===== src/rtl/jogo_pkg.sv =====
// Shared definitions for the memory-game controller.
// State codes, LFSR tap mask and one-hot helper functions.
package jogo_pkg;

    typedef enum logic [3:0] {
        inicial        = 4'h0,
        preparacao     = 4'h1,
        espera_jogada  = 4'h2,
        registra       = 4'h3,
        compara        = 4'h4,
        proxima_jogada = 4'h5,
        espera_nova    = 4'h6,
        grava_nova     = 4'h7,
        mostra_nova    = 4'h8,
        proxima_rodada = 4'h9,
        final_acertou  = 4'hA,
        final_errou    = 4'hB,
        final_timeout  = 4'hC
    } estado_t;

    // Taps 16,14,13,11 -> bits 15,13,12,10
    localparam logic [15:0] LFSR_TAPS = 16'hB400;

    function automatic logic is_onehot(input logic [7:0] v);
        return (v != 8'd0) && ((v & (v - 8'd1)) == 8'd0);
    endfunction

    function automatic logic [7:0] onehot_of(input logic [2:0] idx);
        return 8'd1 << idx;
    endfunction

endpackage


===== src/rtl/gerador_jogada.sv =====
// Free-running 16-bit LFSR mapped to a one-hot jogada of N_BOTOES bits.
// Ports: clock, reset (sync, high), jogada (one-hot of lfsr mod N_BOTOES).
module gerador_jogada
    import jogo_pkg::*;
#(
    parameter int          N_BOTOES  = 4,
    parameter logic [15:0] LFSR_SEED = 16'hACE1
) (
    input  logic                clock,
    input  logic                reset,
    output logic [N_BOTOES-1:0] jogada
);

    logic [15:0] lfsr;
    logic [2:0]  idx;

    always_ff @(posedge clock) begin
        if (reset) begin
            lfsr <= LFSR_SEED;
        end else begin
            lfsr <= {lfsr[14:0], ^(lfsr & LFSR_TAPS)};
        end
    end

    always_comb begin
        idx    = 3'(lfsr % 16'(N_BOTOES));
        jogada = N_BOTOES'(onehot_of(idx));
    end

endmodule


===== src/rtl/circuito_jogo_param.sv =====
// Genius-style memory game: FSM, round/index counters, timer and sequence RAM.
// Ports: clock, reset, jogar, modo, botoes in; leds, ganhou/perdeu/pronto, db_* debug out.
module circuito_jogo_param
    import jogo_pkg::*;
#(
    parameter int          N_BOTOES     = 4,
    parameter int          PROFUNDIDADE = 16,
    parameter int          TIMEOUT      = 5000,
    parameter int          T_MOSTRA     = 500,
    parameter logic [15:0] LFSR_SEED    = 16'hACE1
) (
    input  logic                            clock,
    input  logic                            reset,
    input  logic                            jogar,
    input  logic                            modo,
    input  logic [N_BOTOES-1:0]             botoes,
    output logic [N_BOTOES-1:0]             leds,
    output logic                            ganhou,
    output logic                            perdeu,
    output logic                            pronto,
    output logic [3:0]                      db_estado,
    output logic [$clog2(PROFUNDIDADE)-1:0] db_rodada,
    output logic [$clog2(PROFUNDIDADE)-1:0] db_contagem,
    output logic [N_BOTOES-1:0]             db_memoria,
    output logic [N_BOTOES-1:0]             db_jogada,
    output logic                            db_timeout,
    output logic                            db_igual
);

    localparam int AW   = $clog2(PROFUNDIDADE);
    localparam int TMAX = (TIMEOUT > T_MOSTRA) ? TIMEOUT : T_MOSTRA;
    localparam int TW   = $clog2(TMAX + 1);

    estado_t             estado, prox;
    logic [N_BOTOES-1:0] botoes_reg, botoes_ant, nova, gerada;
    logic [N_BOTOES-1:0] mem [PROFUNDIDADE];
    logic [N_BOTOES-1:0] mem_dado, palavra;
    logic [AW-1:0]       rodada, contagem, mem_addr;
    logic [TW-1:0]       tmr;
    logic                modo_lat, mem_we;
    logic                evento, esperando, fim_timeout, fim_mostra, jogada_ok;

    gerador_jogada #(
        .N_BOTOES (N_BOTOES),
        .LFSR_SEED(LFSR_SEED)
    ) u_gerador (
        .clock (clock),
        .reset (reset),
        .jogada(gerada)
    );

    assign palavra     = mem[contagem];
    assign evento      = (botoes_ant == '0) && (botoes_reg != '0);
    assign esperando   = (estado == espera_jogada) || (estado == espera_nova);
    assign fim_timeout = esperando && (tmr == TW'(TIMEOUT - 1));
    assign fim_mostra  = (estado == mostra_nova) && (tmr == TW'(T_MOSTRA - 1));
    assign jogada_ok   = is_onehot(8'(db_jogada)) && (db_jogada == palavra);

    always_comb begin
        prox = estado;
        unique case (estado)
            inicial:        if (jogar) prox = preparacao;
            preparacao:     prox = espera_jogada;
            espera_jogada: begin
                if (evento)           prox = registra;
                else if (fim_timeout) prox = final_timeout;
            end
            registra:       prox = compara;
            compara: begin
                if (!jogada_ok)
                    prox = final_errou;
                else if (contagem != rodada)
                    prox = proxima_jogada;
                else if (rodada == AW'(PROFUNDIDADE - 1))
                    prox = final_acertou;
                else if (modo_lat)
                    prox = espera_nova;
                else
                    prox = grava_nova;
            end
            proxima_jogada: prox = espera_jogada;
            espera_nova: begin
                if (evento)
                    prox = is_onehot(8'(botoes_reg)) ? grava_nova : final_errou;
                else if (fim_timeout)
                    prox = final_timeout;
            end
            grava_nova:     prox = modo_lat ? proxima_rodada : mostra_nova;
            mostra_nova:    if (fim_mostra) prox = proxima_rodada;
            proxima_rodada: prox = espera_jogada;
            final_acertou,
            final_errou,
            final_timeout:  if (jogar) prox = preparacao;
            default:        prox = inicial;
        endcase
    end

    // Word 0 uses the live modo input: modo_lat is only valid afterwards.
    always_comb begin
        mem_we   = 1'b0;
        mem_addr = '0;
        mem_dado = gerada;
        if (estado == preparacao) begin
            mem_we   = 1'b1;
            mem_dado = modo ? N_BOTOES'(1) : gerada;
        end else if (estado == grava_nova) begin
            mem_we   = 1'b1;
            mem_addr = rodada + 1'b1;
            mem_dado = modo_lat ? nova : gerada;
        end
    end

    always_ff @(posedge clock) begin
        if (mem_we) mem[mem_addr] <= mem_dado;
    end

    always_ff @(posedge clock) begin
        if (reset) begin
            estado     <= inicial;
            botoes_reg <= '0;
            botoes_ant <= '0;
            modo_lat   <= 1'b0;
            rodada     <= '0;
            contagem   <= '0;
            tmr        <= '0;
            db_jogada  <= '0;
            nova       <= '0;
        end else begin
            estado     <= prox;
            botoes_reg <= botoes;
            botoes_ant <= botoes_reg;
            // Timer runs only while staying in a timed state; any entry restarts it.
            if ((esperando || estado == mostra_nova) && prox == estado)
                tmr <= tmr + 1'b1;
            else
                tmr <= '0;
            case (estado)
                preparacao: begin
                    modo_lat <= modo;
                    rodada   <= '0;
                    contagem <= '0;
                end
                espera_jogada:  if (evento) db_jogada <= botoes_reg;
                espera_nova:    if (evento) nova <= botoes_reg;
                grava_nova:     if (!modo_lat) nova <= gerada;
                proxima_jogada: contagem <= contagem + 1'b1;
                proxima_rodada: begin
                    rodada   <= rodada + 1'b1;
                    contagem <= '0;
                end
                default: ;
            endcase
        end
    end

    always_comb begin
        leds = '0;
        if (esperando)                 leds = botoes_reg;
        else if (estado == mostra_nova) leds = nova;
    end

    assign ganhou      = (estado == final_acertou);
    assign perdeu      = (estado == final_errou) || (estado == final_timeout);
    assign pronto      = ganhou || perdeu;
    assign db_estado   = estado;
    assign db_rodada   = rodada;
    assign db_contagem = contagem;
    assign db_memoria  = (estado == inicial) ? '0 : palavra;
    assign db_timeout  = fim_timeout;
    assign db_igual    = (estado != inicial) && (db_jogada == palavra);

endmodule


===== config.mk =====
export PLATFORM = sky130hd
export DESIGN_NAME = circuito_jogo_param
export DESIGN_NICKNAME = d
export VERILOG_FILES = /design/src/rtl/jogo_pkg.sv /design/src/rtl/gerador_jogada.sv /design/src/rtl/circuito_jogo_param.sv
export SDC_FILE = /design/constraint.sdc
export NUM_CORES = 1
export LEC_CHECK = 0
export CELL_PAD_IN_SITES_DETAIL_PLACEMENT = 1
export CELL_PAD_IN_SITES_GLOBAL_PLACEMENT = 1
export CORE_ASPECT_RATIO = 0.9
export CORE_UTILIZATION = 40
export DETAILED_ROUTE_END_ITERATION = 10
export GPL_TIMING_DRIVEN = 1
export PLACE_DENSITY_LB_ADDON = 0.1
export SYNTH_ARGS = -nofsm -noshare
export SYNTH_HDL_FRONTEND = slang
export SYNTH_SLANG_ARGS = --single-unit

===== constraint.sdc =====
create_clock -name clock -period 2.35 [get_ports clock]
set_clock_uncertainty 0.1 [all_clocks]
set_input_delay 0.235 -clock clock [delete_from_list [all_inputs] [get_ports clock]]
set_output_delay 0.235 -clock clock [all_outputs]
set_load 0.02 [all_outputs]

==> results of run 1 <==
## critical path, cell delays in order, from the launching register on
cell and delay, ns:
sky130_fd_sc_hd__dfxtp_4 0.36, sky130_fd_sc_hd__buf_12 0.12, sky130_fd_sc_hd__mux4_2 0.51, sky130_fd_sc_hd__mux2i_2 0.22
sky130_fd_sc_hd__mux2i_2 0.12, sky130_fd_sc_hd__xor2_1 0.15, sky130_fd_sc_hd__or4_4 0.56, sky130_fd_sc_hd__nor2_4 0.11
sky130_fd_sc_hd__buf_6 0.12
## final cells by class
type,count,area [sq um]
Fill cell,1395,6140
Inverter,6,22.5
Multi-Input combinational cell,337,2430
Sequential cell,126,3170
Clock buffer,20,468
Timing Repair Buffer,100,921
Tap cell,168,210
Clock inverter,12,96.3
## placed cells by master (no fill, tap or decap), types with 7 or more instances in the layout
master / count
sky130_fd_sc_hd__buf_6: 10
sky130_fd_sc_hd__o21ai_0: 13
sky130_fd_sc_hd__nand2_1: 31
sky130_fd_sc_hd__clkdlybuf4s50_1: 23
sky130_fd_sc_hd__clkbuf_16: 18
sky130_fd_sc_hd__nor2_1: 69
sky130_fd_sc_hd__nand3_1: 13
sky130_fd_sc_hd__mux2i_1: 19
sky130_fd_sc_hd__xor2_1: 8
sky130_fd_sc_hd__dfxtp_1: 57
sky130_fd_sc_hd__mux4_2: 12
sky130_fd_sc_hd__nand2b_1: 7
sky130_fd_sc_hd__nor2b_1: 20
sky130_fd_sc_hd__edfxtp_1: 64
sky130_fd_sc_hd__nor3_1: 12
sky130_fd_sc_hd__nor2_2: 8
sky130_fd_sc_hd__xnor2_1: 17
sky130_fd_sc_hd__or2_2: 8
sky130_fd_sc_hd__a21oi_1: 12
sky130_fd_sc_hd__buf_4: 54
## metal layers
metal / vias to the layer above / wire, um
met5: - / 0
met4: 0 / 158
met3: 14 / 666
met2: 68 / 7360
met1: 2109 / 7020
li1: 1978 / -
## power by group through the flow
| stage | Combinational (mW) | Clock (mW) | Sequential [mW] |
|---|---|---|---|
| after detailed placement | 0.570 | 0 | 2.49 |
| final | 0.641 | 2.48 | 2.45 |
| after global routing | 0.697 | 2.62 | 2.45 |
| after floorplan | 0.316 | 0 | 2.49 |
| after global placement | 0.551 | 0 | 2.49 |
| after CTS | 0.607 | 2.52 | 2.44 |
## worst min-delay path by stage
stage	start	end	slack (ns)	cells past startpoint
2_1_floorplan	botoes[0]	botoes_reg[0]	0.26	1
3_3_place_gp	u_gerador.lfsr[14]	u_gerador.lfsr[15]	0.30	1
3_5_place_dp	u_gerador.lfsr[6]	u_gerador.lfsr[7]	0.30	1
4_1_cts	botoes[1]	botoes_reg[1]	0.26	2
5_1_grt	botoes[3]	botoes_reg[3]	0.26	2
6_report	botoes[3]	botoes_reg[3]	0.26	2
## through the flow
stage	worst slack, ns	instances	power, mW
2_1_floorplan	-0.194	494	2.81
3_3_place_gp	-0.793	730	3.04
3_5_place_dp	-0.866	730	3.06
4_1_cts	-0.692	766	5.57
5_1_grt	-0.774	769	5.76
6_report	-0.678	769	5.57
## cells by family (layout without fill, tap and decap cells)
family	Yosys count	after routing	share of synthesized area (%)
flip-flops	126	126	56.7
adder cells (fa/ha/maj)	4	4	0.852
XOR/XNOR	25	25	3.92
buffers and inverters	31	138	2.55
AND/OR/NAND/NOR	206	206	18.3
multiplexers	41	41	10.6
AO/OA/AOI/OAI	61	61	7.17
## what timing repair did
action                                  in CTS  in global routing
endpoints found under the setup margin      17                107
pin swaps                                    3                  4
setup buffers                                4                  4
gates cloned                                 1                  0
gates resized for setup                     68                 36
==> report_table.html, run 1 <==
<table>
<tr><th>Metric</th><th>Value</th></tr>
<tr><th colspan="2">Floorplanning</th></tr>
<tr><td>Die Y-Extent</td><td>114 um</td></tr>
<tr><td>Effective utilization at floorplan</td><td>slightly above 40%</td></tr>
<tr><td>Area inside the core boundary</td><td>around 0.013 sq mm</td></tr>
<tr><td>Num rows</td><td>40</td></tr>
<tr><td>Top-Level Pins</td><td>37</td></tr>
<tr><td>Horizontal die dimension</td><td>between 100 and 150 um</td></tr>
<tr><td>Die footprint</td><td>between 0.01 and 0.015 sq mm</td></tr>
<tr><th colspan="2">Flow run</th></tr>
<tr><td>Count of maximum capacitance violations</td><td>0</td></tr>
<tr><th colspan="2">Timing</th></tr>
<tr><td>Unrepaired setup endpoints after global routing</td><td>true</td></tr>
<tr><td>Setup tns final</td><td>-3.36 ns</td></tr>
<tr><td>Post-route clock period utilization</td><td>129%</td></tr>
<tr><td>Headroom to the max-slew limit</td><td>about half</td></tr>
<tr><td>Pins Over Slew Limit</td><td>0</td></tr>
<tr><td>Post-route setup slack</td><td>-0.678 ns</td></tr>
<tr><td>Worst hold slack after final layout</td><td>0.264 ns</td></tr>
<tr><td>Transition time of the tightest slew-check pin</td><td>just over 0.7 ns</td></tr>
<tr><td>Clock period minus final worst setup slack</td><td>between 3 and 4 ns</td></tr>
<tr><td>Final Hold Fails</td><td>0</td></tr>
<tr><td>Final setup fails</td><td>9</td></tr>
<tr><td>Max Clock Freq</td><td>between 300 and 400 MHz</td></tr>
<tr><th colspan="2">CTS</th></tr>
<tr><td>Clock slew at the register clock pins of the worst setup and hold paths</td><td>0.06 ns</td></tr>
<tr><td>H-Tree Depth</td><td>4</td></tr>
<tr><td>Count of hold buffers inserted by post-cts repair</td><td>0</td></tr>
<tr><td>TritonCTS clock tree</td><td>done</td></tr>
<tr><td>Total clock buffers created by CTS</td><td>17</td></tr>
<tr><td>Clock Sinks</td><td>between 100 and 150</td></tr>
<tr><td>CTS Buffer Depth</td><td>2</td></tr>
<tr><td>Clock root buffer</td><td>sky130_fd_sc_hd__clkbuf_16</td></tr>
<tr><td>Clk Latency, worst-skew pair</td><td>about 0.42 ns</td></tr>
<tr><th colspan="2">Drt</th></tr>
<tr><td>DRC errors left</td><td>0</td></tr>
<tr><td>Post-route antenna net violation count</td><td>0</td></tr>
<tr><td>Wire per inst</td><td>approximately 20 um</td></tr>
<tr><td>Count of TritonRoute iterations in the first routing pass</td><td>4</td></tr>
<tr><td>Total wire length</td><td>roughly 15000 um</td></tr>
<tr><td>Mean number of vias per cell</td><td>roughly 5.4</td></tr>
<tr><td>Overall via count from detail_route</td><td>around 4200</td></tr>
<tr><td>Iteration-0 DRC count of the detailed router</td><td>165</td></tr>
<tr><th colspan="2">Power and ir drop</th></tr>
<tr><td>Clock network fraction of design power</td><td>44.5%</td></tr>
<tr><td>Part of the total power dissipated in combinational logic</td><td>between 10% and 20%</td></tr>
<tr><td>Leakage power</td><td>2.60 nW</td></tr>
<tr><td>Reported net switching power</td><td>1.44 mW</td></tr>
<tr><td>Internal Pwr Total</td><td>a little over 4 mW</td></tr>
<tr><td>Peak ir drop on the vdd network</td><td>between 0.5 and 0.6 mV</td></tr>
<tr><td>Cell Pwr Density</td><td>around 760 mW/mm^2</td></tr>
<tr><td>Seq pwr share</td><td>about 44%</td></tr>
<tr><td>Switching share of power</td><td>roughly a quarter</td></tr>
<tr><th colspan="2">Logic synthesis</th></tr>
<tr><td>Share of Yosys cell area claimed by the top area cell type</td><td>between 30 and 40%</td></tr>
<tr><td>Sequential area share after synthesis</td><td>56.7%</td></tr>
<tr><td>YS warnings</td><td>0</td></tr>
<tr><td>Most instantiated library cell after synthesis</td><td>sky130_fd_sc_hd__nor2_1</td></tr>
<tr><td>Number of synthesized flops with an enable pin</td><td>64</td></tr>
<tr><td>Total of flip-flops plus latches after synthesis</td><td>126</td></tr>
<tr><td>Post-Syn Area</td><td>between 0.005 and 0.006 sq mm</td></tr>
<tr><td>Top cell types by occurrence after synthesis</td><td>78 x sky130_fd_sc_hd__nor2_1, 64 x sky130_fd_sc_hd__edfxtp_1, 62 x sky130_fd_sc_hd__dfxtp_1</td></tr>
<tr><td>Cells taking the most area after synthesis</td><td>sky130_fd_sc_hd__edfxtp_1 34%, sky130_fd_sc_hd__dfxtp_1 22%, sky130_fd_sc_hd__nor2_1 5.2%</td></tr>
<tr><td>Share of flip-flops with an asynchronous set or reset</td><td>0%</td></tr>
<tr><td>Syn avg cell area</td><td>about 11 sq um</td></tr>
<tr><td>Biggest area consumer among synthesized cells</td><td>sky130_fd_sc_hd__edfxtp_1</td></tr>
<tr><td>Number of distinct library cells after synthesis</td><td>50</td></tr>
<tr><td>Cells after Synth</td><td>roughly 490</td></tr>
<tr><td>Most common flop cell mapped by yosys</td><td>sky130_fd_sc_hd__edfxtp_1</td></tr>
<tr><td>Synthesized netlist net count</td><td>~500</td></tr>
<tr><th colspan="2">Critical path</th></tr>
<tr><td>Worst-case reg-to-reg path depth</td><td>11</td></tr>
<tr><td>Kind of start point of the critical path</td><td>flop</td></tr>
<tr><td>Critical Path End Type</td><td>output pin</td></tr>
<tr><td>Worst Setup Path Type</td><td>flop to output pin</td></tr>
<tr><td>CP endpoint</td><td>db_igual</td></tr>
<tr><td>Flop-to-flop setup slack</td><td>-0.61 ns</td></tr>
<tr><td>Data arrival, critical path</td><td>about 2.7 ns</td></tr>
<tr><td>Critical path data required time</td><td>slightly above 2 ns</td></tr>
<tr><td>Capturing point of the worst reg2reg path</td><td>db_estado[3]</td></tr>
<tr><td>Biggest fanout along the worst timing path</td><td>5</td></tr>
<tr><th colspan="2">Finish</th></tr>
<tr><td>Share of the core filled with cells in the final layout</td><td>around 54%</td></tr>
<tr><td>P&amp;R area growth vs syn</td><td>31.2%</td></tr>
<tr><td>Net count of the finished layout</td><td>roughly 600</td></tr>
<tr><td>Inserted Diodes</td><td>0</td></tr>
<tr><td>Register name with the most flops</td><td>mem</td></tr>
<tr><td>Proportion of layout cells with a drive suffix above 1</td><td>27.6%</td></tr>
<tr><td>Largest registers in the final layout</td><td>mem x64, u_gerador.lfsr x16, tmr x13</td></tr>
<tr><td>Cell area after layout</td><td>0.00732 sq mm</td></tr>
<tr><td>Number of flip-flops under the largest register name</td><td>64</td></tr>
<tr><th colspan="2">Global route</th></tr>
<tr><td>Global routing met1 resource utilization</td><td>roughly 30%</td></tr>
<tr><td>Met3 Resource Use GR</td><td>a little over 5%</td></tr>
<tr><td>Total Routing Usage GR</td><td>22.8%</td></tr>
<tr><td>Wire length of the first global-routing pass</td><td>about 24000 um</td></tr>
<tr><td>Pin count of the biggest net entering global routing</td><td>46</td></tr>
<tr><td>Number of antenna violations at the first check in global routing</td><td>0</td></tr>
<tr><td>GR Layer Usage met2</td><td>a little under two fifths</td></tr>
<tr><td>Vias in the first global route</td><td>between 4000 and 5000</td></tr>
<tr><td>Overflow left after global routing</td><td>0</td></tr>
<tr><td>Global-route layer with the greatest usage</td><td>met2</td></tr>
<tr><th colspan="2">Placement</th></tr>
<tr><td>Global placement routability congestion</td><td>roughly 0.80</td></tr>
<tr><td>Hpwl dp</td><td>10700 um</td></tr>
<tr><td>Port-buffer cells</td><td>36</td></tr>
<tr><td>Post-Place Cell Area</td><td>between 0.006 and 0.007 sq mm</td></tr>
<tr><th colspan="2">Run status</th></tr>
<tr><td>Status</td><td>complete, but fails checks</td></tr>
<tr><td>Violations in the final reports</td><td>negative setup slack</td></tr>
<tr><th colspan="2">Min path</th></tr>
<tr><td>Type of the most critical hold path</td><td>primary input to flop</td></tr>
</table>
(Power assumes the default switching activity.)
==> run 2, diff against run 1 <==
CORE_MARGIN = 1.5   (was not set)
GPL_ROUTABILITY_DRIVEN = 0   (was not set)
==> report_table.html, run 2 (synthesized netlist as in run 1, its figures left out) <==
<table>
<tr><th>Metric</th><th>Value</th></tr>
<tr><th colspan="2">Run status</th></tr>
<tr><td>Status</td><td>complete, but fails checks (unchanged)</td></tr>
<tr><td>Violations in the final reports</td><td>negative setup slack (unchanged)</td></tr>
<tr><th colspan="2">Timing</th></tr>
<tr><td>Worst hold slack after final layout</td><td>0.262 ns (was 0.264 ns)</td></tr>
<tr><td>Transition time of the tightest slew-check pin</td><td>1.15 ns (was 0.715 ns)</td></tr>
<tr><td>Clock period minus final worst setup slack</td><td>3.04 ns (was 3.03 ns)</td></tr>
<tr><td>Final setup fails</td><td>9 (unchanged)</td></tr>
<tr><td>Pins Over Slew Limit</td><td>0 (unchanged)</td></tr>
<tr><td>Headroom to the max-slew limit</td><td>22.5% (was 52.0%)</td></tr>
<tr><td>Unrepaired setup endpoints after global routing</td><td>true (unchanged)</td></tr>
<tr><td>Post-route setup slack</td><td>-0.689 ns (was -0.678 ns)</td></tr>
<tr><td>Post-route clock period utilization</td><td>129% (about the same)</td></tr>
<tr><td>Max Clock Freq</td><td>329 MHz (was 330 MHz)</td></tr>
<tr><td>Final Hold Fails</td><td>0 (unchanged)</td></tr>
<tr><th colspan="2">Finish</th></tr>
<tr><td>Most frequent standard cell in the layout excluding fill and tap cells</td><td>sky130_fd_sc_hd__nor2_1 (unchanged)</td></tr>
<tr><td>Share of the core filled with cells in the final layout</td><td>53.9% (was 54.4%)</td></tr>
<tr><td>Proportion of layout cells with a drive suffix above 1</td><td>23.9% (was 27.6%)</td></tr>
<tr><td>P&amp;R area growth vs syn</td><td>30.1% (was 31.2%)</td></tr>
<tr><td>Fillcell total</td><td>1411 (was 1395)</td></tr>
<tr><td>Number of flip-flops under the largest register name</td><td>64 (unchanged)</td></tr>
<tr><td>Footprint of the multi-input gates</td><td>0.00237 sq mm (was 0.00243 sq mm)</td></tr>
<tr><td>Largest registers in the final layout</td><td>mem x64, u_gerador.lfsr x16, tmr x13 (unchanged)</td></tr>
<tr><td>Cell area after layout</td><td>0.00726 sq mm (was 0.00732 sq mm)</td></tr>
<tr><td>FF+latch area</td><td>0.00317 sq mm (about the same)</td></tr>
<tr><td>Most frequent cells in the layout</td><td>75 x sky130_fd_sc_hd__nor2_1, 64 x sky130_fd_sc_hd__edfxtp_1, 59 x sky130_fd_sc_hd__dfxtp_1 (was 69 x sky130_fd_sc_hd__nor2_1, 64 x sky130_fd_sc_hd__edfxtp_1, 57 x sky130_fd_sc_hd__dfxtp_1)</td></tr>
<tr><td>Inserted Diodes</td><td>0 (unchanged)</td></tr>
<tr><td>Net count of the finished layout</td><td>593 (was 599)</td></tr>
<tr><td>Register name with the most flops</td><td>mem (unchanged)</td></tr>
<tr><td>Post-route non-filler standard cell count</td><td>763 (was 769)</td></tr>
<tr><th colspan="2">CTS</th></tr>
<tr><td>Clock Sinks</td><td>126 (unchanged)</td></tr>
<tr><td>Count of hold buffers inserted by post-cts repair</td><td>0 (unchanged)</td></tr>
<tr><td>TritonCTS clock tree</td><td>done (unchanged)</td></tr>
<tr><td>Clock slew at the register clock pins of the worst setup and hold paths</td><td>0.06 ns (about the same)</td></tr>
<tr><td>Clock root buffer</td><td>sky130_fd_sc_hd__clkbuf_16 (unchanged)</td></tr>
<tr><td>Clk Latency, worst-skew pair</td><td>0.42 ns (about the same)</td></tr>
<tr><td>Total clock buffers created by CTS</td><td>17 (unchanged)</td></tr>
<tr><td>CTS Buffer Depth</td><td>2 (unchanged)</td></tr>
<tr><td>H-Tree Depth</td><td>4 (unchanged)</td></tr>
<tr><th colspan="2">Drt</th></tr>
<tr><td>Met2 routed WL</td><td>7100 um (was 7360 um)</td></tr>
<tr><td>DRC errors left</td><td>0 (unchanged)</td></tr>
<tr><td>Highest metal used</td><td>met4 (unchanged)</td></tr>
<tr><td>Total wire length</td><td>15000 um (was 15200 um)</td></tr>
<tr><td>Overall via count from detail_route</td><td>4122 (was 4169)</td></tr>
<tr><td>Met3 wirelength from detailed routing</td><td>572 um (was 666 um)</td></tr>
<tr><td>Count of TritonRoute iterations in the first routing pass</td><td>4 (unchanged)</td></tr>
<tr><td>Mean number of vias per cell</td><td>5.40 (was 5.42)</td></tr>
<tr><td>Iteration-0 DRC count of the detailed router</td><td>263 (was 165)</td></tr>
<tr><td>Post-route antenna net violation count</td><td>0 (unchanged)</td></tr>
<tr><td>Met1 wire length</td><td>7100 um (was 7020 um)</td></tr>
<tr><td>Wire per inst</td><td>19.6 um (was 19.8 um)</td></tr>
<tr><th colspan="2">Power and ir drop</th></tr>
<tr><td>Cell Pwr Density</td><td>800 mW/mm^2 (was 760 mW/mm^2)</td></tr>
<tr><td>Peak ir drop on the vdd network</td><td>0.650 mV (was 0.575 mV)</td></tr>
<tr><td>Leakage power</td><td>2.61 nW (was 2.60 nW)</td></tr>
<tr><th colspan="2">Global route</th></tr>
<tr><td>Pin count of the biggest net entering global routing</td><td>46 (unchanged)</td></tr>
<tr><td>Number of antenna violations at the first check in global routing</td><td>0 (unchanged)</td></tr>
<tr><td>Overflow left after global routing</td><td>0 (unchanged)</td></tr>
<tr><td>Vias in the first global route</td><td>4324 (was 4334)</td></tr>
<tr><td>Total Routing Usage GR</td><td>21.8% (was 22.8%)</td></tr>
<tr><td>Wire length of the first global-routing pass</td><td>23700 um (was 24300 um)</td></tr>
<tr><th colspan="2">Floorplanning</th></tr>
<tr><td>Die footprint</td><td>0.0147 sq mm (was 0.0144 sq mm)</td></tr>
<tr><td>Die Y-Extent</td><td>115 um (was 114 um)</td></tr>
<tr><td>Horizontal die dimension</td><td>128 um (was 127 um)</td></tr>
<tr><td>Area inside the core boundary</td><td>0.0135 sq mm (unchanged)</td></tr>
<tr><td>Top-Level Pins</td><td>37 (unchanged)</td></tr>
<tr><td>Num rows</td><td>40 (unchanged)</td></tr>
<tr><td>Effective utilization at floorplan</td><td>41.5% (unchanged)</td></tr>
<tr><th colspan="2">Min path</th></tr>
<tr><td>WHS Path Cells</td><td>2 (unchanged)</td></tr>
<tr><td>Startpoint of the worst hold path</td><td>botoes[3] (unchanged)</td></tr>
<tr><td>WHS Endpoint</td><td>botoes_reg[3] (unchanged)</td></tr>
<tr><td>Type of the most critical hold path</td><td>primary input to flop (unchanged)</td></tr>
<tr><th colspan="2">Placement</th></tr>
<tr><td>Pre-CTS WS</td><td>-0.853 ns (was -0.866 ns)</td></tr>
<tr><td>Post-Place Cell Area</td><td>0.00644 sq mm (was 0.00645 sq mm)</td></tr>
<tr><td>Cells after DPL</td><td>725 (was 730)</td></tr>
<tr><td>Port-buffer cells</td><td>36 (unchanged)</td></tr>
<tr><td>Hpwl dp</td><td>10400 um (was 10700 um)</td></tr>
<tr><th colspan="2">Critical path</th></tr>
<tr><td>Worst Setup Path Type</td><td>flop to output pin (unchanged)</td></tr>
<tr><td>Capturing point of the worst reg2reg path</td><td>db_estado[3] (unchanged)</td></tr>
<tr><td>Kind of start point of the critical path</td><td>flop (unchanged)</td></tr>
<tr><td>Critical Path End Type</td><td>output pin (unchanged)</td></tr>
<tr><td>Critical path data required time</td><td>2.02 ns (about the same)</td></tr>
<tr><td>Flop-to-flop setup slack</td><td>-0.65 ns (was -0.61 ns)</td></tr>
<tr><td>Data arrival, critical path</td><td>2.70 ns (was 2.69 ns)</td></tr>
<tr><td>Worst-case reg-to-reg path depth</td><td>11 (unchanged)</td></tr>
<tr><td>Biggest fanout along the worst timing path</td><td>5 (unchanged)</td></tr>
<tr><th colspan="2">Flow run</th></tr>
<tr><td>Count of maximum capacitance violations</td><td>0 (unchanged)</td></tr>
</table>
## run 2: cell types whose count changed in the layout (fill, tap and decap cells not counted), sizes merged
cell	previous run	this run
buf	69	63
inv	15	12
clkinvlp	1	0
dlygate4sd2	5	7
clkbuf	20	23
bufinv	0	2
clkdlybuf4s15	3	0
## run 2: worst max path at each step
stage                  from  cells past startpoint        end
5_1_grt                flop                      8   db_igual
3_5_place_dp           flop                      7   db_igual
4_1_cts                flop                      8   db_igual
3_3_place_gp           flop                      7   db_igual
2_1_floorplan  db_estado[1]                      5  mem[0][1]
6_report               flop                      8   db_igual
## run 2: critical path: stages, from the launching register on
cell                      delay (ns)
sky130_fd_sc_hd__dfxtp_4        0.36
sky130_fd_sc_hd__buf_12         0.13
sky130_fd_sc_hd__mux4_2         0.50
sky130_fd_sc_hd__mux2i_1        0.21
sky130_fd_sc_hd__mux2i_1        0.14
sky130_fd_sc_hd__xor2_1         0.16
sky130_fd_sc_hd__or4_4          0.54
sky130_fd_sc_hd__nor2_4         0.12
sky130_fd_sc_hd__buf_6          0.12
## run 2: report_power, final
part	internal (mW)	total, mW	switching, mW
sequential	2.41	2.45	0.0358
clock	1.76	2.75	0.996
combinational	0.243	0.612	0.370
total	4.41	5.81	1.40
## run 2: per-stage QoR
stage	TNS [ns]	power, mW
final	-3.26	5.81
after global routing	-3.77	6.01
after CTS	-2.78	5.82
after detailed placement	-3.37	3.06
after global placement	-2.96	3.04
after floorplan	-6.35	2.81
## run 2: per-layer routing
metal	global-route usage, %	up-vias
met5	0	-
met4	8.48	0
met3	4.47	17
met2	35.6	85
met1	28.9	2054
li1	-	1966
## run 2: layout make-up
| type | count | share of cell area (%) |
|---|---|---|
| flip-flops and latches | 126 | 43.6 |
| multi-input cells | 337 | 32.6 |
| clock inverters | 10 | 1.64 |
| clock buffers | 22 | 6.98 |
| well taps | 168 | 2.89 |
| inverters | 6 | 0.310 |
| repair buffers | 94 | 12.0 |
## run 2: timing repair
item                       in CTS  in global routing
gates cloned                    0                  0
gates resized for setup        56                 25
hold endpoints to repair        0                  0
setup endpoints to repair      17                 42
buffers inserted                3                  3
pin swaps                       4                  4
